## src/rtl/sha256_tx_pkg.sv

```systemverilog
// sha256_tx_pkg: shared FSM state type and digest geometry for sha256_digest_tx
package sha256_tx_pkg;
  localparam int SHA_WORDS  = 8;
  localparam int SHA_WORD_W = 32;
  localparam int SHA_DIG_W  = 256;
  typedef enum logic {IDLE, SEND} state_t;
endpackage

```

## src/rtl/sha256_digest_tx_if.sv

```systemverilog
// sha256_digest_tx_if: digest-in / word-out handshake bundle; master = the block, slave = its environment
interface sha256_digest_tx_if;
  import sha256_tx_pkg::*;
  logic                  dig_load_i;
  logic [SHA_DIG_W-1:0]  dig_data_i;
  logic                  dig_ready_o;
  logic                  word_valid_o;
  logic                  word_ready_i;
  logic [SHA_WORD_W-1:0] word_data_o;
  logic [2:0]            word_idx_o;
  logic                  word_last_o;
  logic                  busy_o;
  logic                  overrun_o;
  modport master (
    input  dig_load_i, dig_data_i, word_ready_i,
    output dig_ready_o, word_valid_o, word_data_o, word_idx_o, word_last_o, busy_o, overrun_o
  );
  modport slave (
    output dig_load_i, dig_data_i, word_ready_i,
    input  dig_ready_o, word_valid_o, word_data_o, word_idx_o, word_last_o, busy_o, overrun_o
  );
endinterface

```

## src/rtl/sha256_word_sel.sv

```systemverilog
// sha256_word_sel: combinational 8:1 selection of one 32-bit word from a 256-bit digest
module sha256_word_sel
  import sha256_tx_pkg::*;
#(
  parameter bit MSW_FIRST = 1
) (
  input  logic [SHA_DIG_W-1:0]  digest,
  input  logic [2:0]            idx,
  output logic [SHA_WORD_W-1:0] word
);
  logic [2:0] sel;
  always_comb begin
    sel  = MSW_FIRST ? ~idx : idx;
    word = digest[{sel, 5'd0} +: SHA_WORD_W];
  end
endmodule

```

## src/rtl/sha256_digest_tx.sv

```systemverilog
// sha256_digest_tx: serialises a 256-bit SHA-256 digest into eight 32-bit words over valid/ready.
// Optional SHA_TX_DBUF_EN adds a pending digest register for gap-free back-to-back transfers.
module sha256_digest_tx
  import sha256_tx_pkg::*;
#(
  parameter bit MSW_FIRST = 1
) (
  input logic                clk,
  input logic                rst,
  sha256_digest_tx_if.master bus
);
  state_t               state, state_nx;
  logic [SHA_DIG_W-1:0] act, act_nx, pend;
  logic [2:0]           idx;
  logic                 pend_v, ovr, acc, hs, fin;
`ifdef SHA_TX_DBUF_EN
  assign bus.dig_ready_o = !rst && !pend_v;
  always_ff @(posedge clk or posedge rst)
    if (rst) begin
      pend_v <= 1'b0;
      pend   <= '0;
    end else if (acc && state == SEND && !fin) begin
      pend_v <= 1'b1;
      pend   <= bus.dig_data_i;
    end else if (fin) begin
      pend_v <= 1'b0;
    end
`else
  assign pend_v          = 1'b0;
  assign pend            = '0;
  assign bus.dig_ready_o = !rst && state == IDLE;
`endif
  assign acc = bus.dig_load_i && bus.dig_ready_o;
  assign hs  = bus.word_valid_o && bus.word_ready_i;
  assign fin = hs && idx == 3'd7;
  always_comb begin
    state_nx = (state == IDLE) ? (acc ? SEND : IDLE) : ((fin && !pend_v && !acc) ? IDLE : SEND);
    act_nx   = (acc && (state == IDLE || fin)) ? bus.dig_data_i : (fin && pend_v) ? pend : act;
  end
  always_ff @(posedge clk or posedge rst)
    if (rst) begin
      state <= IDLE;
      idx   <= '0;
      act   <= '0;
      ovr   <= 1'b0;
    end else begin
      state <= state_nx;
      act   <= act_nx;
      ovr   <= bus.dig_load_i && !bus.dig_ready_o;
      idx   <= (acc && state == IDLE) ? 3'd0 : hs ? idx + 3'd1 : idx;
    end
  sha256_word_sel #(.MSW_FIRST(MSW_FIRST)) u_sel (
    .digest(act),
    .idx   (idx),
    .word  (bus.word_data_o)
  );
  assign bus.word_valid_o = state == SEND;
  assign bus.word_idx_o   = idx;
  assign bus.word_last_o  = bus.word_valid_o && idx == 3'd7;
  assign bus.busy_o       = state == SEND || pend_v;
  assign bus.overrun_o    = ovr;
endmodule

```

## src/flat_wrapper.sv

```systemverilog
// flat-port wrapper written by rule: the top's interface ports become plain ports
module sha256_digest_tx_flat import sha256_tx_pkg::*;
#(
  parameter bit MSW_FIRST = 1
)
  (clk, rst, bus_dig_load_i, bus_dig_data_i, bus_word_ready_i, bus_dig_ready_o, bus_word_valid_o, bus_word_data_o, bus_word_idx_o, bus_word_last_o, bus_busy_o, bus_overrun_o);
  sha256_digest_tx_if bus_i ();
  input logic clk;
  input logic rst;
  input wire logic [$bits(bus_i.dig_load_i)-1:0] bus_dig_load_i;
  input wire logic [$bits(bus_i.dig_data_i)-1:0] bus_dig_data_i;
  input wire logic [$bits(bus_i.word_ready_i)-1:0] bus_word_ready_i;
  output wire logic [$bits(bus_i.dig_ready_o)-1:0] bus_dig_ready_o;
  output wire logic [$bits(bus_i.word_valid_o)-1:0] bus_word_valid_o;
  output wire logic [$bits(bus_i.word_data_o)-1:0] bus_word_data_o;
  output wire logic [$bits(bus_i.word_idx_o)-1:0] bus_word_idx_o;
  output wire logic [$bits(bus_i.word_last_o)-1:0] bus_word_last_o;
  output wire logic [$bits(bus_i.busy_o)-1:0] bus_busy_o;
  output wire logic [$bits(bus_i.overrun_o)-1:0] bus_overrun_o;
  assign bus_i.dig_load_i = bus_dig_load_i;
  assign bus_i.dig_data_i = bus_dig_data_i;
  assign bus_i.word_ready_i = bus_word_ready_i;
  assign bus_dig_ready_o = bus_i.dig_ready_o;
  assign bus_word_valid_o = bus_i.word_valid_o;
  assign bus_word_data_o = bus_i.word_data_o;
  assign bus_word_idx_o = bus_i.word_idx_o;
  assign bus_word_last_o = bus_i.word_last_o;
  assign bus_busy_o = bus_i.busy_o;
  assign bus_overrun_o = bus_i.overrun_o;
  sha256_digest_tx #(.MSW_FIRST(MSW_FIRST)) u_core (.clk(clk), .rst(rst), .bus(bus_i));
endmodule
```

## config.mk

```make
export PLATFORM = sky130hd
export DESIGN_NAME = sha256_digest_tx_flat
export DESIGN_NICKNAME = d
export VERILOG_FILES = /design/src/rtl/sha256_tx_pkg.sv /design/src/rtl/sha256_digest_tx_if.sv /design/src/rtl/sha256_word_sel.sv /design/src/rtl/sha256_digest_tx.sv /design/src/flat_wrapper.sv
export SDC_FILE = /design/constraint.sdc
export NUM_CORES = 1
export LEC_CHECK = 0
export BUFFER_PORTS_ARGS = -buffer_cell sky130_fd_sc_hd__buf_2
export CAP_MARGIN = 20
export CORE_UTILIZATION = 51
export CTS_BUF_LIST = sky130_fd_sc_hd__clkbuf_16
export DETAILED_ROUTE_END_ITERATION = 7
export PLACE_DENSITY = 0.85
export SYNTH_ARGS = -nofsm -noshare
export SYNTH_HDL_FRONTEND = slang
export SYNTH_SLANG_ARGS = --single-unit
```

## constraint.sdc

```tcl
create_clock -name clk -period 8.9 [get_ports clk]
set_input_delay 0.445 -clock clk [delete_from_list [all_inputs] [get_ports clk]]
set_output_delay 0.445 -clock clk [all_outputs]
set_load 0.05 [all_outputs]
```

==> flow_metrics.py, run 1 <==
metrics = {
    "power_and_ir_drop": {
        "power_density_mw_per_mm2": 390,
        "p_leak_nw": 6.48,
        "vdd_ir_drop_max_uv": 319,
        "report.power.total_mw": 5.55,
    },
    "timing": {
        "finalSetupViolCount": 0,
        "min_period_ns": 3.54,
        "period_share_pct": 39.8,
        "tns_ns": 0,
        "rsz0062_at_grt": "false",
        "fin_worst_skew_ns": 0.00760,
        "holdWs_ns": 0.0948,
        "slew_headroom_pct": 28.6,
        "hold_viol": 0,
        "fmax_mhz": 283,
        "finalMaxSlewViolations": 0,
        "tightest_slew_ns": 1.07,
    },
    "floorplanning": {
        "rows": 55,
        "core-area_sq_mm": 0.0226,
        "fp.dieH_um": 154,
        "die_area_sq_mm": 0.0238,
        "die_x_um": 154,
        "initial_core_util_pct": 52.1,
        "ios": 300,
    },
    "critical_path": {
        "cpMaxStageDelayCell": "dfrtp_4",
        "critical_path.max_stage_delay_ns": 0.79,
        "cp_max_fo": 35,
        "critPathCaptureType": "primary output",
        "cp.arrival_ns": 3.09,
        "startpoint_type": "register",
        "cp.required_ns": 8.46,
        "worstPathCellList": "buf_4 -> mux4_2 -> mux2_2 -> buf_2",
        "critPathKind": "reg -> out",
    },
    "clock_network": {
        "cts_root_buf": "clkbuf_16",
        "clkSinkCount": 261,
        "cts_buffers": 28,
        "cts_tree": "built",
        "cts_resized": 0,
        "cts_max_level": 1,
        "hold_buffers": 0,
        "clockBufferDepth": 3,
        "clk_pin_slew_ns": 0.06,
        "insertion_delay_ns": 0.53,
        "post_cts_buffers": 0,
    },
    "place": {
        "gp_congestion": 0.785,
        "io_buffers": 299,
        "dp_cells": 1223,
        "place_area_sq_mm": 0.0133,
        "dp_hpwl_um": 17400,
    },
    "status": {
        "status": "finished, final reports clean",
    },
    "synthesis": {
        "synth_seq_area_share_pct": 55.3,
        "ys_types": 24,
        "ys_seq_elements": 261,
        "synth_nets": 942,
        "syn_area_sq_mm": 0.0118,
        "yosys_warnings": 0,
        "avgSynthCellArea_sq_um": 17.4,
        "syn_inst": 680,
    },
    "global_routing": {
        "grt-ovfl-total": 0,
        "grt_pass1_wl_um": 40900,
        "grt_usage_pct": 22.0,
        "grt_pass1_vias": 7641,
        "grt_max_degree": 114,
        "antenna_found_initial": 11,
    },
    "drt": {
        "drt-vias-per-instance": 5.44,
        "finalWirelength_um": 25500,
        "num_vias": 6980,
        "drt_first_pass_iters": 4,
        "drc": 0,
        "drt-initial-drc-count": 249,
        "ant_nets": 0,
        "wl_per_cell_um": 19.9,
    },
    "hold_path": {
        "hold_path.class": "in -> async",
    },
    "finish": {
        "drive_above_1_share_pct": 50.9,
        "stdcell_count": 1282,
        "fin_area_sq_mm": 0.0142,
        "area_delta_synth_final_pct": 20.4,
        "final_nets": 1230,
    },
    "flow_run": {
        "timing.max_cap.violations": 0,
    },
}
==> power by group <==
part | switching, mW | internal [mW] | total, mW
combinational | 1.17 | 1.09 | 2.26
clock | 0.468 | 0.642 | 1.11
sequential | 0.397 | 1.78 | 2.18
==> through the flow <==
step                      setup WS (ns)  util (%)
after global routing               5.16      62.8
after detailed placement           5.75      58.8
after floorplan                    1.27         -
final                              5.36      62.8
after global placement             5.80      58.8
after CTS                          5.27      62.7
==> critical path, delay by kind of cell (launching register included) <==
family	cells	cell delay, ns
mux	2	0.86
buf+inv	2	0.85
flops	1	0.79
==> final timing paths <==
| path | slack (ns) | startpoint | depth (start not counted) | to |
|---|---|---|---|---|
| min in group clk | 0.12 | bus_dig_data_i[239] | 2 | u_core.act[239]$_DFFE_PP0P_ |
| min | 0.09 | rst | 2 | u_core.act[135]$_DFFE_PP0P_ |
| min reg2reg | 0.48 | u_core.act[198]$_DFFE_PP0P_ | 1 | u_core.act[198]$_DFFE_PP0P_ |
| max reg2reg | 5.71 | u_core.bus.busy_o$_DFF_PP0_ | 4 | u_core.act[85]$_DFFE_PP0P_ |
| max in group asynchronous | 7.32 | rst | 3 | u_core.act[50]$_DFFE_PP0P_ |
| max | 5.36 | u_core.bus.word_idx_o[2]$_DFFE_PP0P_ | 4 | bus_word_data_o[30] |
==> logic make-up after synthesis <==
logic type / count (synthesis) / synth area share (%)
buf+inv: 50 / 3.61
compound gates: 7 / 0.445
flops: 261 / 55.3
fa+ha+maj: 2 / 0.212
mux: 352 / 40.0
simple gates: 8 / 0.424
==> layout by cell type (no fill, tap or decap), types with 3 or more instances in the layout <==
cell type / instances
mux4_1: 6
a21oi_1: 3
mux2_1: 196
buf_2: 299
clkbuf_16: 29
mux2_2: 89
inv_1: 7
a21bo_2: 3
diode_2: 8
clkinv_2: 5
clkinv_1: 6
dfrtp_1: 258
mux4_2: 58
buf_4: 8
mux2_4: 3
==> synth_stat cells (all sizes together) <==
cell | number | area (sq um)
a21bo | 3 | 30.0
a21o | 1 | 7.51
a21oi | 3 | 15.0
and2 | 1 | 6.26
buf | 45 | 408
clkbuf | 4 | 15.0
dfrtp | 261 | 6530
ha | 2 | 25.0
inv | 1 | 3.75
mux2 | 288 | 3250
mux4 | 64 | 1460
nand2 | 1 | 3.75
nand3 | 2 | 10.0
nand3b | 1 | 7.51
nor2 | 1 | 3.75
nor2b | 1 | 6.26
nor3b | 1 | 12.5
==> flip-flops by register name, summed over array words and instances, names as in the netlist <==
register,flops
u_core.bus.overrun_o,1
u_core.act,256
u_core.bus.word_idx_o,3
u_core.bus.busy_o,1
==> routing by layer <==
metal,up-vias,track usage (%),wire length [um]
li1,3132,-,-
met1,3590,29.0,10600
met2,211,36.0,12800
met3,45,5.02,1590
met4,2,7.43,543
met5,-,0,13
==> layout make-up <==
| class | instances | area [sq um] |
|---|---|---|
| clock inverter | 22 | 149 |
| fill | 1662 | 8430 |
| multi-input combinational | 369 | 4850 |
| timing repair buffer | 307 | 1560 |
| antenna | 8 | 20.0 |
| sequential | 261 | 6540 |
| clock buffer | 29 | 726 |
| inverter | 1 | 11.3 |
| tap | 285 | 357 |
Power figures use the tool's default switching activity.
==> run 2, diff against run 1 <==
Settings changed: ABC_AREA set to 1, CORE_UTILIZATION 51 to 49.
Clock period 8.9 ns to 3.1 ns, I/O delays scaled along.
==> run 2 against run 1 <==
Net effect: the flow now finishes with violations (design-rule violations); register-to-register slack worse by 5.0 ns; critical endpoint is now bus_word_data_o[31]; via count is 97% higher; combinational power grew to 4.3 times the previous value; sequential cell count stayed put; clock power grew to 3.1 times the previous value; clock-buffer cell count stayed put; first-iteration DRC count grew to 6.9 times the previous value; sequential power grew to 2.6 times the previous value; synthesized area is 9.7% higher; cell area is 26% higher; highest routed layer is now met4; wire length is 80% higher; sequential share of layout area is 9.5 points lower.
==> flow_metrics.py, run 2 <==
metrics = {
    "global_routing": {
        "grt_usage_pct": 34.0,
        "grt_max_degree": 131,
        "grt-ovfl-total": 0,
        "grt_pass1_vias": 13713,
        "antenna_found_initial": 3,
        "grt_pass1_wl_um": 70900,
    },
    "timing": {
        "slew_headroom_pct": 39.2,
        "tightest_slew_ns": 0.912,
        "min_period_ns": 2.76,
        "fmax_mhz": 363,
        "finalMaxSlewViolations": 0,
        "period_share_pct": 88.9,
        "rsz0062_at_grt": "false",
        "fin_worst_skew_ns": 0.0299,
        "finalSetupViolCount": 0,
        "hold_viol": 0,
        "tns_ns": 0,
    },
    "critical_path": {
        "cp.required_ns": 2.94,
        "worst-r2r-setup-slack_ns": 0.75,
        "reg2regPathDepth": 7,
        "r2r_end": "u_core.bus.busy_o$_DFF_PP0_",
        "crit_top_cell": "nand2_1",
        "startpoint_type": "register",
        "critPathKind": "reg -> out",
        "critPathCaptureType": "primary output",
        "critical_path.max_stage_delay_ns": 0.50,
        "cp.arrival_ns": 2.60,
        "cpMaxStageDelayCell": "dfrtp_4",
        "crit_family": "simple AND/OR/NAND/NOR gates",
        "crit_buf_inv": 2,
        "r2r-start": "u_core.bus.word_idx_o[1]$_DFFE_PP0P_",
        "worstPathCellList": "buf_12 -> nand2_1 -> nand3_1 -> nand2_1 -> nand2_1 -> nand2_1 -> buf_2",
        "cp_max_fo": 130,
    },
    "place": {
        "dp_hpwl_um": 24800,
        "gp_congestion": 0.893,
        "place_area_sq_mm": 0.0144,
        "io_buffers": 299,
    },
    "synthesis": {
        "synth.most_common_cell": "nand2_1",
        "yosys_warnings": 0,
        "synth_nets": 1966,
        "ys_types": 21,
        "avgSynthCellArea_sq_um": 7.60,
        "synth_edf_count": 0,
        "yosys.area.top_type": "dfrtp_1",
        "async_reset_ff_share_pct": 100,
        "syn_area_sq_mm": 0.0129,
        "synth_commonest_cells": "nand2_1 (679), inv_1 (264), dfrtp_1 (261)",
        "yosys-top-cells-area": "dfrtp_1 (50%), nand2_1 (20%), o21ai_0 (8.1%)",
        "yosys.area.top_type_share_pct": 50.5,
        "syn_inst": 1704,
        "synth_flop_cell": "dfrtp_1",
        "synth_seq_area_share_pct": 50.5,
        "ys_seq_elements": 261,
    },
    "drt": {
        "drc": 1,
        "drt-initial-drc-count": 1708,
        "wl_per_cell_um": 17.8,
        "ant_nets": 0,
        "finalWirelength_um": 45900,
        "num_vias": 13750,
        "drt_first_pass_iters": 8,
        "drt-vias-per-instance": 5.34,
    },
    "clock_network": {
        "clockBufferDepth": 3,
        "cts_max_level": 1,
        "insertion_delay_ns": 0.55,
        "clk_pin_slew_ns": 0.07,
        "cts_buffers": 29,
        "post_cts_buffers": 0,
        "cts_root_buf": "clkbuf_16",
        "cts_tree": "built",
        "clkSinkCount": 261,
        "cts_resized": 0,
        "hold_buffers": 260,
    },
    "status": {
        "status": "complete, but fails checks",
        "violations": "design-rule violations",
    },
    "floorplanning": {
        "die_x_um": 165,
        "initial_core_util_pct": 49.8,
        "fp.dieH_um": 165,
        "core-area_sq_mm": 0.0260,
        "rows": 59,
        "ios": 300,
        "die_area_sq_mm": 0.0271,
    },
    "finish": {
        "fin_area_sq_mm": 0.0179,
        "largest_register_ff_count": 256,
        "final_cell_mix": "nand2_1 (679), buf_2 (299), inv_1 (268), dlygate4sd3_1 (260), dfrtp_1 (259)",
        "drive_above_1_share_pct": 17.5,
        "final_common_cell": "nand2_1",
        "final_nets": 2476,
        "regMostFlops": "u_core.act",
        "area_delta_synth_final_pct": 38.3,
        "utilization_pct": 68.9,
    },
    "power_and_ir_drop": {
        "power_density_mw_per_mm2": 1040,
        "vdd_ir_drop_max_uv": 725,
        "p_leak_nw": 9.35,
    },
    "flow_run": {
        "timing.max_cap.violations": 0,
    },
    "hold_path": {
        "hold_path.class": "in -> async",
    },
}
run 2: changes by cell type in the layout (fill, tap and decap cells not counted), moves of 89 or more:
cell           previous run  this run
mux2_2                   89         0
dlygate4sd3_1             0       260
nand3_1                   2       128
mux2_1                  196         0
o21ai_0                   0       209
nand2_1                   1       679
inv_1                     7       268
run 2: where the power goes:
| group | internal (mW) | total [mW] | switching (mW) |
|---|---|---|---|
| combinational | 2.67 | 9.67 | 7.00 |
| sequential | 5.05 | 5.60 | 0.550 |
| clock | 2.01 | 3.41 | 1.39 |
| total | 9.73 | 18.7 | 8.95 |
run 2: cell type report:
class,count,area (sq um)
Fill cell,1858,8080
Sequential cell,261,6540
Multi-Input combinational cell,1072,4620
Timing Repair Buffer,585,4380
Inverter,265,1010
Clock buffer,29,726
Tap cell,335,419
Clock inverter,22,195
Antenna cell,4,10.0
run 2: per-layer routing:
layer  vias to the layer above  track usage (%)  wire length, um
met5                         -                0                0
met2                       983             52.7            20800
met1                      6289             43.9            17800
met3                       279             7.81             4420
li1                       6199                -                -
met4                         0             19.2             2880
run 2: logic make-up after synthesis:
logic type,Yosys count,share of synthesized area [%]
buffers and inverters,371,13.8
and+or+nand+nor,810,24.8
DFF,261,50.5
adders and majority gates,2,0.193
AOI/OAI and AO/OA,260,10.7
run 2: per-stage QoR:
step | std cells | hold WS, ns | power (mW) | setup WS, ns
after floorplan | 1704 | 0.261 | 12.2 | -0.497
after global placement | 2258 | 0.364 | 14.3 | 1.08
after detailed placement | 2258 | 0.367 | 14.5 | 1.10
after CTS | 2569 | 0.339 | 18.2 | 0.523
after global routing | 2571 | 0.378 | 19.8 | 0.276
final | 2573 | 0.342 | 18.7 | 0.344
run 2: tightest hold or removal path, delay by kind of cell:
kind / cells / cell delay (ns)
buffers and inverters: 3 / 1.23
run 2: worst max-delay path by stage:
stage,end,from,slack (ns),depth (start not counted)
5_1_grt,bus_word_data_o[31],u_core.bus.word_idx_o[1]$_DFFE_PP0P_,0.28,6
6_report,bus_word_data_o[31],u_core.bus.word_idx_o[0]$_DFFE_PP0P_,0.34,7
2_1_floorplan,u_core.act[0]$_DFFE_PP0P_,rst,-0.50,1
4_1_cts,bus_word_data_o[18],u_core.bus.word_idx_o[1]$_DFFE_PP0P_,0.52,6
3_3_place_gp,bus_word_data_o[31],u_core.bus.word_idx_o[1]$_DFFE_PP0P_,1.08,6
3_5_place_dp,bus_word_data_o[18],u_core.bus.word_idx_o[1]$_DFFE_PP0P_,1.10,6
==> run 3, diff against run 2 <==
Settings changed: BUFFER_PORTS_ARGS -buffer_cell sky130_fd_sc_hd__buf_2 to -buffer_cell sky130_fd_sc_hd__buf_4.
==> run 3 against run 2 <==
Net effect: combinational power about the same; clock-buffer cell count did not move; global-route usage about the same; register-to-register slack improved by 0.27 ns; final cell count down 0.31%; via count shrank 0.65%; total power up 2.1%; sequential power grew 1%; first-iteration DRC count fell by 1.2%; sequential cell count did not move; sequential share of layout area down 1.4 points; the flow still finishes with violations (design-rule violations).
==> flow_metrics.py, run 3 (synthesis gave the netlist of run 2 again) <==
metrics = {
    "global_routing": {
        "grt_pass1_wl_um": 70700,
        "grt_max_degree": 150,
        "grt-ovfl-total": 0,
        "grt_pass1_vias": 13410,
        "antenna_found_initial": 3,
        "grt_usage_pct": 34.0,
    },
    "flow_run": {
        "timing.max_cap.violations": 0,
    },
    "finish": {
        "regMostFlops": "u_core.act",
        "final_nets": 2470,
        "utilization_pct": 71.7,
        "regArea_sq_mm": 0.00654,
        "stdcell_count": 2565,
        "multi_input_area_sq_mm": 0.00462,
        "drive_above_1_share_pct": 17.5,
        "area_delta_synth_final_pct": 44.0,
        "largest_register_ff_count": 256,
        "final_cell_mix": "nand2_1 (679), buf_4 (311), inv_1 (266), dlygate4sd3_1 (259), dfrtp_1 (259)",
        "final_common_cell": "nand2_1",
        "fill_cells": 1775,
    },
    "power_and_ir_drop": {
        "p_clk_share_pct": 17.8,
        "p_sw_share_pct": 47.0,
        "p_switching_mw": 8.97,
        "pwr-share-seq_pct": 29.7,
        "vdd_ir_drop_max_uv": 522,
        "combPwrFrac_pct": 52.5,
        "power_density_mw_per_mm2": 1020,
        "p_int_mw": 10.1,
        "p_leak_nw": 9.59,
    },
    "critical_path": {
        "critPathKind": "reg -> out",
        "cpMaxStageDelayCell": "dfrtp_4",
        "crit_top_cell": "nand2_1",
        "critical_path.max_stage_delay_ns": 0.49,
        "cp.required_ns": 2.94,
        "critPathCaptureType": "primary output",
        "cp_max_fo": 61,
        "cp.arrival_ns": 2.58,
        "worstPathCellList": "inv_4 -> buf_12 -> nand2_1 -> nand3_1 -> nand2_1 -> nand2_1 -> nand2_1 -> buf_4",
        "startpoint_type": "register",
    },
    "drt": {
        "drt-initial-drc-count": 1688,
        "met2WireLength_um": 21700,
        "routed.top_layer": "met5",
        "finalWirelength_um": 46200,
        "met1Wirelength_um": 18000,
        "num_vias": 13660,
        "drc": 2,
        "wl_per_cell_um": 18.0,
        "drt_first_pass_iters": 8,
        "ant_nets": 0,
        "drt-vias-per-instance": 5.33,
        "met3_wirelength_um": 3770,
    },
    "clock_network": {
        "cts_resized": 0,
        "clockBufferDepth": 3,
        "clk_pin_slew_ns": 0.06,
        "cts_max_level": 1,
        "clkSinkCount": 261,
        "insertion_delay_ns": 0.54,
        "cts_root_buf": "clkbuf_16",
        "cts_tree": "built",
        "cts_buffers": 28,
    },
    "floorplanning": {
        "ios": 300,
        "core-area_sq_mm": 0.0260,
        "fp.dieH_um": 165,
        "initial_core_util_pct": 49.8,
        "rows": 59,
        "die_x_um": 165,
        "die_area_sq_mm": 0.0271,
    },
    "timing": {
        "tightest_slew_ns": 0.956,
        "min_period_ns": 2.73,
        "fin_worst_skew_ns": 0.0193,
        "period_share_pct": 88.2,
        "slew_headroom_pct": 36.2,
        "finalSetupViolCount": 0,
        "hold_viol": 0,
        "finalMaxSlewViolations": 0,
        "fmax_mhz": 366,
        "rsz0062_at_grt": "false",
    },
    "place": {
        "io_buffers": 299,
        "dp_cells": 2254,
        "dp_hpwl_um": 25100,
        "gp_congestion": 0.968,
    },
    "hold_path": {
        "hold_path.class": "in -> async",
    },
    "status": {
        "violations": "design-rule violations",
        "status": "complete, but fails checks",
    },
}
## run 3: cell types whose count changed in the layout (fill, tap and decap cells not counted), sizes merged
cell / delta
dlygate4sd3: -1
clkinvlp: -1
buf: -4
diode: -2
inv: -2
clkinv: +2
## run 3: area by class of cell
type / count / share of cell area [%]
multi-input combinational: 1072 / 24.8
sequential: 261 / 35.1
clock buffer: 29 / 3.89
inverter: 265 / 5.44
tap: 335 / 2.25
clock inverter: 21 / 1.03
timing repair buffer: 580 / 27.5
antenna: 2 / 0.0268
## run 3: final timing paths
path / startpoint / end / slack, ns / depth (start not counted)
setup reg to reg: u_core.bus.busy_o$_DFF_PP0_ / u_core.act[91]$_DFFE_PP0P_ / 1.02 / 6
min in group clk: bus_dig_data_i[234] / u_core.act[234]$_DFFE_PP0P_ / 0.37 / 4
max in group asynchronous: rst / u_core.act[72]$_DFFE_PP0P_ / 1.78 / 5
hold / removal: rst / u_core.act[217]$_DFFE_PP0P_ / 0.28 / 3
setup / recovery: u_core.bus.word_idx_o[0]$_DFFE_PP0P_ / bus_word_data_o[30] / 0.37 / 8
hold reg to reg: u_core.act[252]$_DFFE_PP0P_ / u_core.act[252]$_DFFE_PP0P_ / 0.52 / 2
## run 3: stage by stage
stage / cell area, sq um / total power, mW / setup TNS (ns) / setup slack, ns / hold WS, ns
after floorplan: 12900 / 12.2 / -129.60 / -0.497 / 0.261
after global placement: 15100 / 14.7 / 0 / 1.03 / 0.285
final: 18600 / 19.1 / 0 / 0.365 / 0.277
after CTS: 18600 / 18.6 / 0 / 0.444 / 0.296
after detailed placement: 15100 / 14.9 / 0 / 1.01 / 0.291
after global routing: 18600 / 20.2 / 0 / 0.265 / 0.312
## run 3: critical path: cells and delay by family (launching register included)
| kind | cells | cell delay (ns) |
|---|---|---|
| buf+inv | 3 | 0.95 |
| flops | 1 | 0.49 |
| simple gates | 5 | 0.51 |
## run 3: power groups by stage
| stage | registers (mW) | logic, mW | clock network [mW] |
|---|---|---|---|
| final | 5.66 | 10.0 | 3.40 |
| after global routing | 5.77 | 10.8 | 3.57 |
| after CTS | 5.57 | 9.63 | 3.41 |
| after detailed placement | 5.62 | 9.29 | 0 |
| after global placement | 5.54 | 9.12 | 0 |
| after floorplan | 5.54 | 6.64 | 0 |
## run 3: timing repair
item                      in CTS  in global routing
hold endpoints to repair     284                  0
hold buffers                 259                  0
setup buffers                  0                  0
## run 3: layer usage
layer / up-vias / track usage, %
met5: - / 0
met4: 2 / 18.7
met2: 906 / 53.8
met1: 6320 / 43.8
met3: 250 / 6.88
li1: 6182 / -
